$ cat src/rtl/bit_parity_pkg.sv
// Shared definitions for the XOR-parity bit link.
//   state_t     : receive FSM states (IDLE, DATA, PARITY)
//   PARITY_EVEN : parity mode value 0, XOR of data and parity bit is 0
//   PARITY_ODD  : parity mode value 1, XOR of data and parity bit is 1
//   ERR_CNT_W   : width of the optional parity error counter
//   ERR_CNT_MAX : saturation value of that counter
package bit_parity_pkg;

  typedef enum logic [1:0] {
    IDLE   = 2'd0,
    DATA   = 2'd1,
    PARITY = 2'd2
  } state_t;

  localparam logic PARITY_EVEN = 1'b0;
  localparam logic PARITY_ODD  = 1'b1;

  localparam int                   ERR_CNT_W   = 16;
  localparam logic [ERR_CNT_W-1:0] ERR_CNT_MAX = '1;

endpackage

$ cat src/rtl/parity_acc.sv
// Running XOR parity accumulator, shared by the receive and transmit ends.
// Ports:
//   clk    : clock, rising edge
//   clr    : synchronous clear to 0 (highest priority)
//   load   : start a new accumulation with bit_in as the first bit
//   en     : fold bit_in into the running XOR
//   bit_in : serial bit
//   acc    : current XOR of all bits since the last load
module parity_acc
  import bit_parity_pkg::*;
(
  input  logic clk,
  input  logic clr,
  input  logic load,
  input  logic en,
  input  logic bit_in,
  output logic acc
);

  always_ff @(posedge clk) begin
    if (clr) begin
      acc <= PARITY_EVEN;
    end else if (load) begin
      acc <= bit_in;
    end else if (en) begin
      acc <= acc ^ bit_in;
    end
  end

endmodule

$ cat src/rtl/bit_parity_rx.sv
// Serial receive end of the XOR-parity bit link. Deserialises an LSB-first
// frame of DATA_W data bits plus one parity bit, checks parity and presents
// the word on a valid/ready output register.
// Parameters:
//   DATA_W     : data bits per frame (2..32)
//   PARITY_ODD : 0 = even parity, 1 = odd parity
// Ports:
//   clk_in         : clock, rising edge
//   rst_n_in       : synchronous active-low reset
//   bit_valid_in   : bit_in / sof_in valid this cycle
//   bit_in         : serial bit, data LSB first, then parity
//   sof_in         : first data bit of a frame (restarts any partial frame)
//   data_out       : received word
//   data_valid_out : data_out / parity_err_out valid
//   data_ready_in  : consumer accepts the word
//   parity_err_out : parity mismatch for data_out
//   overrun_out    : one-cycle pulse, completed frame dropped (output full)
//   err_cnt_out    : saturating count of loaded words with a parity error
//                    (only when BIT_PARITY_RX_ERR_CNT_EN is defined)
module bit_parity_rx #(
  parameter int DATA_W     = 8,
  parameter int PARITY_ODD = 0
) (
  input  logic              clk_in,
  input  logic              rst_n_in,
  input  logic              bit_valid_in,
  input  logic              bit_in,
  input  logic              sof_in,
  output logic [DATA_W-1:0] data_out,
  output logic              data_valid_out,
  input  logic              data_ready_in,
  output logic              parity_err_out,
  output logic              overrun_out
`ifdef BIT_PARITY_RX_ERR_CNT_EN
  ,
  output logic [bit_parity_pkg::ERR_CNT_W-1:0] err_cnt_out
`endif
);
  import bit_parity_pkg::*;

  localparam int   CNT_W   = $clog2(DATA_W + 1);
  localparam logic ODD_BIT = (PARITY_ODD != 0);

  function automatic logic calc_parity_err(input logic acc, input logic par);
    return acc ^ par ^ ODD_BIT;
  endfunction

  state_t             state;
  logic [CNT_W-1:0]   cnt_p0;
  logic [DATA_W-1:0]  shift_p0;
  logic               acc_p0;
  logic               frame_done;
  logic               can_load;

  // Stage p0: bit capture, running parity and frame sequencing.
  parity_acc u_parity_acc (
    .clk    (clk_in),
    .clr    (!rst_n_in),
    .load   (bit_valid_in && sof_in),
    .en     (bit_valid_in && (state == DATA)),
    .bit_in (bit_in),
    .acc    (acc_p0)
  );

  // Bits enter at the MSB and move right, so after DATA_W data bits the
  // first (LSB) bit has arrived at position 0.
  always_ff @(posedge clk_in) begin
    if (!rst_n_in) begin
      state    <= IDLE;
      cnt_p0   <= '0;
      shift_p0 <= '0;
    end else if (bit_valid_in) begin
      if (sof_in) begin
        // sof always (re)starts a frame, silently discarding any partial one.
        shift_p0 <= {bit_in, {(DATA_W-1){1'b0}}};
        cnt_p0   <= CNT_W'(1);
        state    <= DATA;
      end else begin
        case (state)
          DATA: begin
            shift_p0 <= {bit_in, shift_p0[DATA_W-1:1]};
            cnt_p0   <= cnt_p0 + CNT_W'(1);
            if (cnt_p0 == CNT_W'(DATA_W - 1)) begin
              state <= PARITY;
            end
          end
          PARITY: begin
            cnt_p0 <= '0;
            state  <= IDLE;
          end
          default: begin
          end
        endcase
      end
    end
  end

  assign frame_done = bit_valid_in && !sof_in && (state == PARITY);
  assign can_load   = !data_valid_out || data_ready_in;

  // Stage p1: output register with valid/ready handshake.
  always_ff @(posedge clk_in) begin
    if (!rst_n_in) begin
      data_out       <= '0;
      parity_err_out <= 1'b0;
      data_valid_out <= 1'b0;
      overrun_out    <= 1'b0;
    end else begin
      overrun_out <= 1'b0;
      if (frame_done && can_load) begin
        data_out       <= shift_p0;
        parity_err_out <= calc_parity_err(acc_p0, bit_in);
        data_valid_out <= 1'b1;
      end else if (frame_done) begin
        overrun_out <= 1'b1;
      end else if (data_ready_in) begin
        data_valid_out <= 1'b0;
      end
    end
  end

`ifdef BIT_PARITY_RX_ERR_CNT_EN
  // Counts only words actually loaded; dropped frames never reach here.
  always_ff @(posedge clk_in) begin
    if (!rst_n_in) begin
      err_cnt_out <= '0;
    end else if (frame_done && can_load && calc_parity_err(acc_p0, bit_in)
                 && (err_cnt_out != ERR_CNT_MAX)) begin
      err_cnt_out <= err_cnt_out + ERR_CNT_W'(1);
    end
  end
`endif

endmodule

$ cat config.mk
export PLATFORM = sky130hd
export DESIGN_NAME = bit_parity_rx
export DESIGN_NICKNAME = d
export VERILOG_FILES = /design/src/rtl/bit_parity_pkg.sv /design/src/rtl/parity_acc.sv /design/src/rtl/bit_parity_rx.sv
export SDC_FILE = /design/constraint.sdc
export NUM_CORES = 1
export LEC_CHECK = 0
export ABC_AREA = 1
export CAP_MARGIN = 30
export CELL_PAD_IN_SITES_DETAIL_PLACEMENT = 0
export CELL_PAD_IN_SITES_GLOBAL_PLACEMENT = 2
export CORE_UTILIZATION = 29
export CTS_CLUSTER_SIZE = 40
export DETAILED_ROUTE_END_ITERATION = 16
export PLACE_DENSITY_LB_ADDON = 0.1
export SETUP_SLACK_MARGIN = 0.3
export SKIP_LAST_GASP = 1
export SYNTH_ARGS = -nofsm -noshare
export SYNTH_HDL_FRONTEND = slang
export SYNTH_SLANG_ARGS = --single-unit
$ cat constraint.sdc
create_clock -name clk_in -period 1.1 [get_ports clk_in]
set_input_delay 0.11 -clock clk_in [delete_from_list [all_inputs] [get_ports clk_in]]
set_output_delay 0.11 -clock clk_in [all_outputs]
set_load 0.05 [all_outputs]
== Word-level counts from Yosys, hierarchy flattened ==
Index checks and enable logic that the tools add are counted.
W data, S select, Z words.

* Reduce and logical (&&, ||, !) cells: 17
* Bitwise operators: 2
* Multiplexer cells: 13
* Eq/ne operators: 5
* Add/sub/neg operators: 1

{| class="wikitable"
|+ Operators with widths
! kind !! number
|-
| $mux W8 || 2
|-
| $pmux W4 S2 || 1
|-
| $mux W1 || 6
|-
| $reduce_and A2 Y1 || 3
|-
| $reduce_bool A2 Y1 || 3
|-
| $logic_and A1 B1 Y1 || 5
|-
| $add A4 B1 Y4 const B || 1
|-
| $eq A4 B3 Y1 const B || 1
|-
| $mux W2 || 2
|-
| $mux W4 || 1
|-
| $pmux W2 S2 || 1
|-
| $ne A3 B2 Y1 const B || 1
|-
| $reduce_and A3 Y1 || 1
|-
| $reduce_bool A3 Y1 || 1
|-
| $eq A2 B1 Y1 const B || 1
|-
| $eq A2 B2 Y1 const B || 1
|-
| $logic_not A1 Y1 || 2
|-
| $ne A2 B1 Y1 const B || 1
|-
| $reduce_or A2 Y1 || 1
|-
| $logic_or A1 B1 Y1 || 1
|-
| $not A1 Y1 || 1
|-
| $xor A1 B1 Y1 || 1
|}

* Register bits: 26
* Logic and storage cells: 46
* Input port bits: 6

== Depth between registers and ports, before layout ==
Gate-level depths: netlist (run 1).

* Depth after elaboration: 6
* Depth in mapped cells: 7

== By module ==
Synthesis (run 1) repeated with hierarchy kept, for this count alone.

* Cell total of the unflattened synthesis: 182
* Area total of the unflattened synthesis: 1251.2 sq um

{| class="wikitable"
|+ By module, submodules not included
! module !! cells each !! instances !! area each (sq um) !! sequential area each (sq um)
|-
| bit_parity_rx || 170 || 1 || 1187.4 || 500.5
|-
| parity_acc || 12 || 1 || 63.8 || 20.0
|}

== Least setup slack after synthesis (run 1) ==
No wires, ideal clock.

* Path kind: register to register
* Start point: register data_valid_out
* End point: register data_out[0]
* Setup time: 0.132 ns
* Path buffers: 1
* Arrival: 1.106 ns
* Slack: -0.138 ns
* Cell stages (with the launch flop): 5
* Required time: 0.968 ns
* Cell sequence: dfxtp_1 nand2_1 buf_2 nand4_1 a21oi_1

* Word-level cells in the longest chain between the ends: 3

{| class="wikitable"
|+ Ends and longest elaborated chain
! element !! line !! text
|-
| start: declaration || bit_parity_rx.sv:30 || <nowiki>output logic data_valid_out,</nowiki>
|-
| start signal: assignment || bit_parity_rx.sv:106 || <nowiki>data_valid_out <= 1'b0;</nowiki>
|-
| start signal: assignment || bit_parity_rx.sv:113 || <nowiki>data_valid_out <= 1'b1;</nowiki>
|-
| start signal: assignment || bit_parity_rx.sv:117 || <nowiki>data_valid_out <= 1'b0;</nowiki>
|-
| $logic_not A1 Y1 || bit_parity_rx.sv:99 || <nowiki>assign can_load = !data_valid_out || data_ready_in;</nowiki>
|-
| $logic_or A1 B1 Y1 || bit_parity_rx.sv:99 ||
|-
| $logic_and A1 B1 Y1 || bit_parity_rx.sv:110 || <nowiki>if (frame_done && can_load) begin</nowiki>
|-
| end signal: assignment || bit_parity_rx.sv:111 || <nowiki>data_out <= shift_p0;</nowiki>
|-
| end: declaration || bit_parity_rx.sv:29 || <nowiki>output logic [DATA_W-1:0] data_out,</nowiki>
|}

No other way between the ends.
A chain may end at the register's enable or synchronous reset.

== Worst setup path in the final report (run 1) ==
* Start point: register state[1]
* End point: register data_out[5]

* Word-level cells in the longest chain between the ends: 3

{| class="wikitable"
|+ Ends and longest elaborated chain
! element !! line !! text
|-
| start: declaration || bit_parity_rx.sv:48 || <nowiki>state_t state;</nowiki>
|-
| start signal: assignment || bit_parity_rx.sv:69 || <nowiki>state <= IDLE;</nowiki>
|-
| start signal: assignment || bit_parity_rx.sv:77 || <nowiki>state <= DATA;</nowiki>
|-
| start signal: assignment || bit_parity_rx.sv:84 || <nowiki>state <= PARITY;</nowiki>
|-
| $eq A2 B2 Y1 || bit_parity_rx.sv:98 || <nowiki>assign frame_done = bit_valid_in && !sof_in && (state == PARITY);</nowiki>
|-
| $logic_and A1 B1 Y1 || bit_parity_rx.sv:98 ||
|-
| $logic_and A1 B1 Y1 || bit_parity_rx.sv:110 ||
|}

No other way between the ends.

==> out/metrics.cfg, run 1 <==
[status]
status=complete, but fails checks
failed_checks=setup timing

[power]
power_uw=1763
power.density_mw_per_mm2=1099
leakagePower_uw=0.0005828
peakVddDrop_v=0.0003947

[drt]
route.met2.wl_um=1018
postRouteAntennaNets=0
drtPass1Iterations=4
route.top_layer_used=met4
drcViolationCount=0
drt_iter0_drc=42
num_vias=994
vias_per_cell=4.733
met3_length_um=113
routedWlPerCell_um=11.35
drt-total-wl_um=2383
wl_met1_um=1224

[placement]
dp_slack_ns=-0.2832
detailed_place.area_mm2=0.001489
port-buffer-count=16
gp_congestion=0.7508
hpwl_um=1807

[finish]
nFillCells=356
utilization_pct=46.96
layout-drive-gt1-share_pct=36.59
diodes=0
design_area_mm2=0.001604
area_growth_pct=51.36
final_cell_mix=nand2_1 (35), a21oi_1 (20), dfxtp_2 (13), buf_12 (12)
mostFrequentLayoutCell=nand2_1
nets=172

[sta]
tightest_slew_ns=0.2635
fmax_mhz=908.5
hold_violations=0
final.period_utilization_pct=100.1
finClkSkew_ns=0.003552
post-route-min-period_ns=1.101
setup_violations=1
report.final.slew_viol_count=0
relSlewSlack_pct=82.41
rsz0062_at_grt=true
setup_ws_ns=-0.0006867

[logic_synthesis]
synth.avg_cell_area_um2=7.792
ys_ff_latch=26
yosysTopAreaCell=dfxtp_1
synth_top_flop_cell=dfxtp_1
synthArstFlopShare_pct=0
yosys_warnings=0
yosysTopAreaCellShare_pct=49.11
synth_fp_nets=143
ys_types=24
synthTopCellsByArea=dfxtp_1 (49%), nand2_1 (13%), a21oi_1 (11%)
synth_edf_count=0
yosysSeqAreaShare_pct=49.11
syn_inst=136
synth_area_mm2=0.001060

[setup_path]
max_stage_delay_ns=0.39
cp.required_ns=1.38
slowest_stage=dfxtp_2
cp-end-kind=register
reg2regPathDepth=7
worstSetupPathType=register to register
rr_endpoint=data_out[5]
cp-start-kind=register
crit_path_start=state[1]
cp_max_fo=6
cp.arrival_ns=1.38
cp_cell_sequence=inv_4 -> nor2_4 -> nand2_2 -> clkinv_4 -> buf_4 -> nand4_1 -> a21oi_2
cp-endpoint=data_out[5]
reg2reg_from=state[1]
r2r_slack_ns=-0.0007

[clock_tree]
cts_buffers=3
clkSinkCount=26
clockBufferDepth=2
clk_pin_slew_worst_paths_ns=0.15
cts_max_level=1
clk-insertion-delay-late_ns=0.33
hold_buffers=0
cts_tree=yes
root_buffer=clkbuf_4

[min_path]
min_path_type=input port to register
min_path_cells=3

[run]
maxCapViolCount=0

[floorplan]
io_pins=17
initial_core_util_pct=31.03
die_h_um=62.45
core_mm2=0.003416
die_area_mm2=0.003900
rows=21
die_x_um=62.45

[grt]
first_global_vias=968
grt_antenna_before_repair=0
grt_overflow=0
track_usage_pct=13.79
grt_max_degree=16
grt_pass1_wl_um=4278

how the worst min path moves through the flow:
stage / startpoint / to / slack (ns)
after floorplan: rst_n_in / cnt_p0[0] / 0.24
final: rst_n_in / cnt_p0[0] / 0.40
after global placement: shift_p0[0] / shift_p0[0] / 0.46
after global routing: rst_n_in / u_parity_acc.acc / 0.40
after CTS: rst_n_in / cnt_p0[0] / 0.40
after detailed placement: shift_p0[0] / shift_p0[0] / 0.47
where the power goes:
| part | switching [uW] | internal [uW] | total [uW] | leakage [uW] |
|---|---|---|---|---|
| Clock | 310 | 278 | 588 | 0.0000261 |
| Sequential | 18.9 | 958 | 976 | 0.000218 |
| Combinational | 112 | 86.9 | 199 | 0.000339 |
| Total | 441 | 1320 | 1760 | 0.000583 |
metal layers:
| metal | vias up | GRT usage [%] |
|---|---|---|
| li1 | 515 | - |
| met1 | 455 | 19.16 |
| met2 | 20 | 20.79 |
| met3 | 4 | 2.372 |
| met4 | 0 | 6.105 |
| met5 | - | 0 |
flip-flops by register name, indices dropped and copies added, names as in the netlist:
name / flops
overrun_out: 1
u_parity_acc.acc: 1
data_out: 8
shift_p0: 8
cnt_p0: 4
parity_err_out: 1
state: 2
data_valid_out: 1
metrics by stage:
stage / cells / hold WS, ns / setup TNS (ns)
2_1_floorplan: 136 / 0.2383 / 0
3_3_place_gp: 203 / 0.4632 / -5.339
3_5_place_dp: 203 / 0.4681 / -5.825
4_1_cts: 210 / 0.4005 / -0.01788
5_1_grt: 210 / 0.4039 / -0.9335
6_report: 210 / 0.4012 / -0.0006867
cells by family after synthesis:
group           Yosys count  synth area share (%)
xor+xnor                  1                0.8266
simple gates             68                 29.99
flops                    26                 49.11
fa+ha+maj                 1                 1.180
compound gates           27                 12.99
buf+inv                  13                 5.902
cell usage after synthesis (2+ instances only):
| master | n |
|---|---|
| nand3_2 | 2 |
| nand3_1 | 6 |
| nand2_1 | 38 |
| nand4_1 | 9 |
| inv_1 | 6 |
| dfxtp_1 | 26 |
| nor2_1 | 7 |
| clkbuf_1 | 2 |
| a21oi_1 | 23 |
| o21ai_0 | 3 |
worst max-delay path, delay by kind of cell, from the launching register on:
kind	cells	cell delay [ns]
buffers and inverters	3	0.25
AO/OA/AOI/OAI	1	0.13
AND/OR/NAND/NOR	3	0.28
flip-flops	1	0.39
timing repair:
action	CTS	global route
gates resized for setup	18	4
buffers inserted	3	0
endpoints found under the setup margin	37	37
hold endpoints to repair	0	0
pin swaps	4	3
area by class of cell:
type	instances	area [um2]	area share (%)
timing repair buffer	29	384.1	23.95
clock buffer	4	47.55	2.964
sequential	26	544.3	33.93
multi-input combinational	97	530.5	33.07
tap	46	57.56	3.588
inverter	8	40.04	2.496
No activity file was read; power rests on OpenSTA's default activity.
==> inputs of run 2 (changes only) <==
Settings changed: ABC_AREA 1 to unset, CORE_UTILIZATION 29 to 32.
==> out/metrics.cfg, run 2 <==
[finish]
layout-drive-gt1-share_pct=51.30  ; was 36.59%
area_growth_pct=64.44  ; was 51.36%
diodes=0  ; unchanged
nets=162  ; was 172
top_regs=data_out (8), shift_p0 (8), cnt_p0 (4)  ; unchanged
final_cell_mix=nor2b_1 (18), buf_4 (18), dfxtp_2 (13), buf_12 (12), dfxtp_1 (11)  ; was nand2_1 (35), a21oi_1 (20), dfxtp_2 (13), buf_12 (12)
design_area_mm2=0.001846  ; was 0.001604 mm2

[floorplan]
core_mm2=0.003337  ; was 0.003416 mm2
initial_core_util_pct=33.63  ; was 31.03%
die_x_um=61.22  ; was 62.45 um
die_h_um=61.22  ; was 62.45 um
die_area_mm2=0.003748  ; was 0.003900 mm2
io_pins=17  ; unchanged
rows=21  ; unchanged

[sta]
hold_violations=0  ; unchanged
rsz0062_at_grt=true  ; unchanged
fmax_mhz=792.8  ; was 908.5 MHz
tightest_slew_ns=0.2825  ; was 0.2635 ns
report.final.slew_viol_count=0  ; unchanged
final.period_utilization_pct=114.7  ; was 100.1%
setup_violations=22  ; was 1
post-route-min-period_ns=1.261  ; was 1.101 ns
relSlewSlack_pct=81.09  ; was 82.41%
holdWs_ns=0.4302  ; was 0.4012 ns
finClkSkew_ns=0.006443  ; was 0.003552 ns
setup_ws_ns=-0.1614  ; was -0.0006867 ns

[logic_synthesis]
yosys_warnings=0  ; unchanged
syn_inst=112  ; was 136
synth_fp_nets=119  ; was 143
synth_area_mm2=0.001122  ; was 0.001060 mm2
synthTopCellsByArea=dfxtp_1 (46%), nor2b_1 (11%), mux2i_1 (8.0%)  ; was dfxtp_1 (49%), nand2_1 (13%), a21oi_1 (11%)
yosysTopAreaCellShare_pct=46.38  ; was 49.11%
synth.most_common_cell=dfxtp_1  ; was nand2_1
ys_ff_latch=26  ; unchanged
synthTopCellsByCount=dfxtp_1 (26), nor2b_1 (19), mux2i_1 (9), o21ai_0 (8), a22oi_1 (7)  ; was nand2_1 (38), dfxtp_1 (26), a21oi_1 (23), nand4_1 (9), nor2_1 (7)
yosysTopAreaCell=dfxtp_1  ; unchanged
synthArstFlopShare_pct=0  ; unchanged
yosysSeqAreaShare_pct=46.38  ; was 49.11%
ys_types=30  ; was 24
synth.avg_cell_area_um2=10.02  ; was 7.792 um2
synth_top_flop_cell=dfxtp_1  ; unchanged
synth_edf_count=0  ; unchanged

[power]
peakVddDrop_v=0.0005194  ; was 0.0003947 V
leakagePower_uw=0.0007478  ; was 0.0005828 uW
power.density_mw_per_mm2=941.7  ; was 1099 mW/mm2

[clock_tree]
clockBufferDepth=2  ; unchanged
clk_pin_slew_worst_paths_ns=0.15  ; about the same
cts_max_level=1  ; unchanged
clk-insertion-delay-late_ns=0.34  ; was 0.33 ns
root_buffer=clkbuf_4  ; unchanged
clkSinkCount=26  ; unchanged
cts_buffers=3  ; unchanged
hold_buffers=0  ; unchanged
cts_tree=yes  ; unchanged

[grt]
grt_overflow=0  ; unchanged
grt_antenna_before_repair=0  ; unchanged
grt_max_degree=16  ; unchanged
track_usage_pct=14.10  ; was 13.79%
grt_pass1_wl_um=3815  ; was 4278 um
first_global_vias=874  ; was 968

[placement]
hpwl_um=1761  ; was 1807 um
gp_congestion=0.7996  ; was 0.7508
dp_slack_ns=-0.3937  ; was -0.2832 ns
port-buffer-count=16  ; unchanged
detailed_place.area_mm2=0.001619  ; was 0.001489 mm2

[drt]
met3_length_um=63  ; was 113 um
routedWlPerCell_um=12.35  ; was 11.35 um
drt-total-wl_um=2469  ; was 2383 um
route.met2.wl_um=1121  ; was 1018 um
route.top_layer_used=met4  ; unchanged
wl_met1_um=1223  ; was 1224 um
postRouteAntennaNets=0  ; unchanged
num_vias=938  ; was 994
drcViolationCount=0  ; unchanged
drtPass1Iterations=4  ; unchanged
drt_iter0_drc=16  ; was 42
vias_per_cell=4.690  ; was 4.733

[setup_path]
cp.arrival_ns=1.52  ; was 1.38 ns
worstSetupPathType=register to register  ; unchanged
cp-end-kind=register  ; unchanged
cp-start-kind=register  ; unchanged
cp_max_fo=4  ; was 6
cp.required_ns=1.36  ; was 1.38 ns

[run]
maxCapViolCount=0  ; unchanged

[status]
status=complete, but fails checks  ; unchanged
failed_checks=setup timing  ; unchanged

[min_path]
min_path_type=input port to register  ; unchanged

==> run 2: cell type report <==
cell class                      count  area [um2]
Fill cell                         309        1491
Multi-Input combinational cell     75       635.6
Sequential cell                    26       544.3
Timing Repair Buffer               44       539.3
Tap cell                           46       57.56
Clock buffer                        4       47.55
Inverter                            5       21.27
==> run 2: final timing paths <==
kind / depth (start not counted) / startpoint / end / slack (ns)
worst min-delay path: 3 / rst_n_in / state[1] / 0.43
worst max-delay path: 5 / state[0] / data_valid_out / -0.16
worst max register to register: 5 / state[0] / data_valid_out / -0.16
worst min register to register: 2 / shift_p0[7] / shift_p0[7] / 0.51
==> run 2: repair_timing <==
| item | in CTS | in global routing |
|---|---|---|
| cloned | 0 | 1 |
| setup buffers | 3 | 2 |
| gates resized for setup | 28 | 13 |
| setup endpoints to repair | 37 | 37 |
| pin swaps | 11 | 10 |
==> run 2: metal layers <==
metal	up-vias	GRT usage [%]
met5	-	0
met4	0	6.818
met3	5	2.521
met2	12	22.98
met1	449	17.97
li1	472	-
==> run 2: metrics by stage <==
| step | util, % | power, uW | TNS, ns | cells |
|---|---|---|---|---|
| after floorplan | - | 1069 | -1.241 | 112 |
| after detailed placement | 48.52 | 1151 | -8.222 | 190 |
| after global placement | 48.52 | 1153 | -7.849 | 190 |
| after CTS | 52.76 | 1748 | -1.633 | 197 |
| final | 55.31 | 1738 | -2.357 | 200 |
| after global routing | 55.31 | 1806 | -3.493 | 200 |
==> run 2: worst max-delay path: stages (launching register included) <==
cell and delay (ns):
dfxtp_2 0.39, and4bb_2 0.28, buf_4 0.14, buf_4 0.12
buf_6 0.10, o21a_1 0.15
==> run 2: report_power, final <==
| group | switching, uW | internal, uW | total (uW) | leakage (uW) |
|---|---|---|---|---|
| sequential | 10.4 | 949 | 960 | 0.000218 |
| clock | 313 | 279 | 591 | 0.0000261 |
| combinational | 86.5 | 100 | 187 | 0.000504 |
| total | 410 | 1330 | 1740 | 0.000748 |
==> run 2: cell families after synthesis <==
family / count (synthesis) / share of synthesized area [%]
AOI/OAI and AO/OA: 25 / 14.94
xor gates and xnor gates: 5 / 3.902
adders and majority gates: 1 / 1.115
buffers and inverters: 11 / 4.906
DFF: 26 / 46.38
muxes: 9 / 8.027
and+or+nand+nor: 35 / 20.74
==> inputs of run 3 (changes only) <==
--- a/config.mk
+++ b/config.mk
@@ -12,5 +12,5 @@
 export CTS_CLUSTER_SIZE = 40
 export DETAILED_ROUTE_END_ITERATION = 16
-export PLACE_DENSITY_LB_ADDON = 0.1
+export PLACE_DENSITY = 0.81
 export SETUP_SLACK_MARGIN = 0.3
 export SKIP_LAST_GASP = 1
==> constraint.sdc (replaced) <==
create_clock -name clk_in -period 1.1 [get_ports clk_in]
set_input_delay 0.11 -clock clk_in [delete_from_list [all_inputs] [get_ports clk_in]]
set_output_delay 0.11 -clock clk_in [all_outputs]
set_load 0.02 [all_outputs]
==> out/metrics.cfg, run 3 (synthesis gave the netlist of run 2 again) <==
[finish]
area_growth_pct=53.85  ; was 64.44%
nFillCells=306  ; was 309
nets=158  ; was 162
layout-drive-gt1-share_pct=50.00  ; was 51.30%
instances_no_fill=196  ; was 200
top_regs=data_out (8), shift_p0 (8), cnt_p0 (4)  ; unchanged
diodes=0  ; unchanged
final_cell_mix=nor2b_1 (17), buf_6 (17), buf_4 (16), dfxtp_2 (13), dfxtp_1 (11)  ; was nor2b_1 (18), buf_4 (18), dfxtp_2 (13), buf_12 (12), dfxtp_1 (11)

[clock_tree]
hold_buffers=0  ; unchanged
clockBufferDepth=2  ; unchanged
cts_tree=yes  ; unchanged
clk_pin_slew_worst_paths_ns=0.15  ; about the same
cts_buffers=3  ; unchanged
cts_max_level=1  ; unchanged
clkSinkCount=26  ; unchanged
clk-insertion-delay-late_ns=0.33  ; was 0.34 ns
root_buffer=clkbuf_4  ; unchanged

[floorplan]
die_h_um=61.22  ; unchanged
die_area_mm2=0.003748  ; unchanged
initial_core_util_pct=33.63  ; unchanged
core_mm2=0.003337  ; unchanged
io_pins=17  ; unchanged
die_x_um=61.22  ; unchanged
rows=21  ; unchanged

[grt]
grt_max_degree=19  ; was 16
track_usage_pct=14.67  ; was 14.10%
first_global_vias=880  ; was 874
grt_antenna_before_repair=0  ; unchanged
grt_overflow=0  ; unchanged
grt_pass1_wl_um=4022  ; was 3815 um

[setup_path]
cp-start-kind=register  ; unchanged
r2r_slack_ns=-0.13  ; was -0.16 ns
cp.required_ns=1.34  ; was 1.36 ns
cp_max_fo=9  ; was 4
cp.arrival_ns=1.47  ; was 1.52 ns
reg2regPathDepth=5  ; unchanged
cp-end-kind=register  ; unchanged
worstSetupPathType=register to register  ; unchanged

[placement]
port-buffer-count=16  ; unchanged
dp.cells=184  ; was 190
gp_congestion=0.7625  ; was 0.7996
hpwl_um=1560  ; was 1761 um

[min_path]
min_path_type=input port to register  ; unchanged
min_path_cells=2  ; was 3

[sta]
final.period_utilization_pct=111.8  ; was 114.7%
hold_violations=0  ; unchanged
fmax_mhz=812.9  ; was 792.8 MHz
report.final.slew_viol_count=0  ; unchanged
relSlewSlack_pct=81.13  ; was 81.09%
timing.setup.tns_ns=-1.953  ; was -2.357 ns
setup_violations=20  ; was 22
setup_ws_ns=-0.1302  ; was -0.1614 ns
post-route-min-period_ns=1.230  ; was 1.261 ns
finClkSkew_ns=0.001858  ; was 0.006443 ns
tightest_slew_ns=0.2818  ; was 0.2825 ns
rsz0062_at_grt=true  ; unchanged

[drt]
drt-total-wl_um=2435  ; was 2469 um
route.top_layer_used=met4  ; unchanged
num_vias=925  ; was 938
route.met2.wl_um=1227  ; was 1121 um
met3_length_um=70  ; was 63 um
drt_iter0_drc=21  ; was 16
drtPass1Iterations=4  ; unchanged
drcViolationCount=0  ; unchanged
routedWlPerCell_um=12.42  ; was 12.35 um
wl_met1_um=1119  ; was 1223 um
vias_per_cell=4.719  ; was 4.690
postRouteAntennaNets=0  ; unchanged

[power]
leakagePower_uw=0.0007019  ; was 0.0007478 uW
peakVddDrop_v=0.0007624  ; was 0.0005194 V
power.density_mw_per_mm2=1065  ; was 941.7 mW/mm2
power_uw=1839  ; was 1738 uW

[run]
maxCapViolCount=0  ; unchanged

[status]
status=complete, but fails checks  ; unchanged
failed_checks=setup timing  ; unchanged

==> run 3: cell types whose count changed in the layout (fill, tap and decap cells not counted), sizes merged <==
| cell | change |
|---|---|
| buf | -3 |
| clkbuf | -2 |
| bufinv | +1 |
| dlygate4sd2 | -1 |
| clkdlybuf4s50 | +1 |
==> run 3: path summary, 6_finish.rpt <==
| kind | to | startpoint |
|---|---|---|
| hold / removal | state[0] | rst_n_in |
| setup reg to reg | data_out[3] | state[1] |
| hold reg to reg | shift_p0[7] | shift_p0[7] |
| setup / recovery | data_out[3] | state[1] |
==> run 3: routing by layer <==
| metal | GRT usage, % | vias up |
|---|---|---|
| met2 | 25.78 | 13 |
| met5 | 0 | - |
| met4 | 3.896 | 0 |
| met1 | 17.74 | 443 |
| met3 | 3.782 | 2 |
| li1 | - | 467 |
==> run 3: per-stage QoR <==
step | utilization [%] | instance area [um2] | hold WS, ns | setup slack [ns]
2_1_floorplan | - | 1136 | 0.2625 | -0.08228
5_1_grt | 51.74 | 1727 | 0.3934 | -0.2039
3_3_place_gp | 43.34 | 1446 | 0.4762 | -0.3486
4_1_cts | 49.98 | 1668 | 0.3878 | -0.1202
3_5_place_dp | 43.34 | 1446 | 0.4831 | -0.3721
6_report | 51.74 | 1727 | 0.3984 | -0.1302
==> run 3: power by group <==
group          internal [uW]  switching (uW)  total (uW)  leakage, uW
Combinational            114            93.7         207     0.000456
Sequential               950            13.7         964     0.000218
Clock                    369             298         667    0.0000279
==> run 3: what timing repair did <==
action / CTS / global route
pin swaps: 16 / 5
setup endpoints to repair: 37 / 37
setup buffers: 6 / 2
gates resized for setup: 93 / 16
gates cloned: 0 / 0
==> run 3: cell type report <==
type / instances / area, um2 / area share, %
Multi-Input combinational cell: 75 / 649.4 / 37.61
Clock buffer: 3 / 22.52 / 1.304
Sequential cell: 26 / 544.3 / 31.52
Inverter: 5 / 21.27 / 1.232
Tap cell: 46 / 57.56 / 3.333
Clock inverter: 1 / 30.03 / 1.739
Timing Repair Buffer: 40 / 401.6 / 23.26
==> run 3: critical path, cell delays in order (launching register included) <==
cell	delay, ns
dfxtp_4	0.40
and4bb_1	0.22
nand2b_1	0.11
buf_12	0.15
mux2i_2	0.20
nor2b_1	0.06
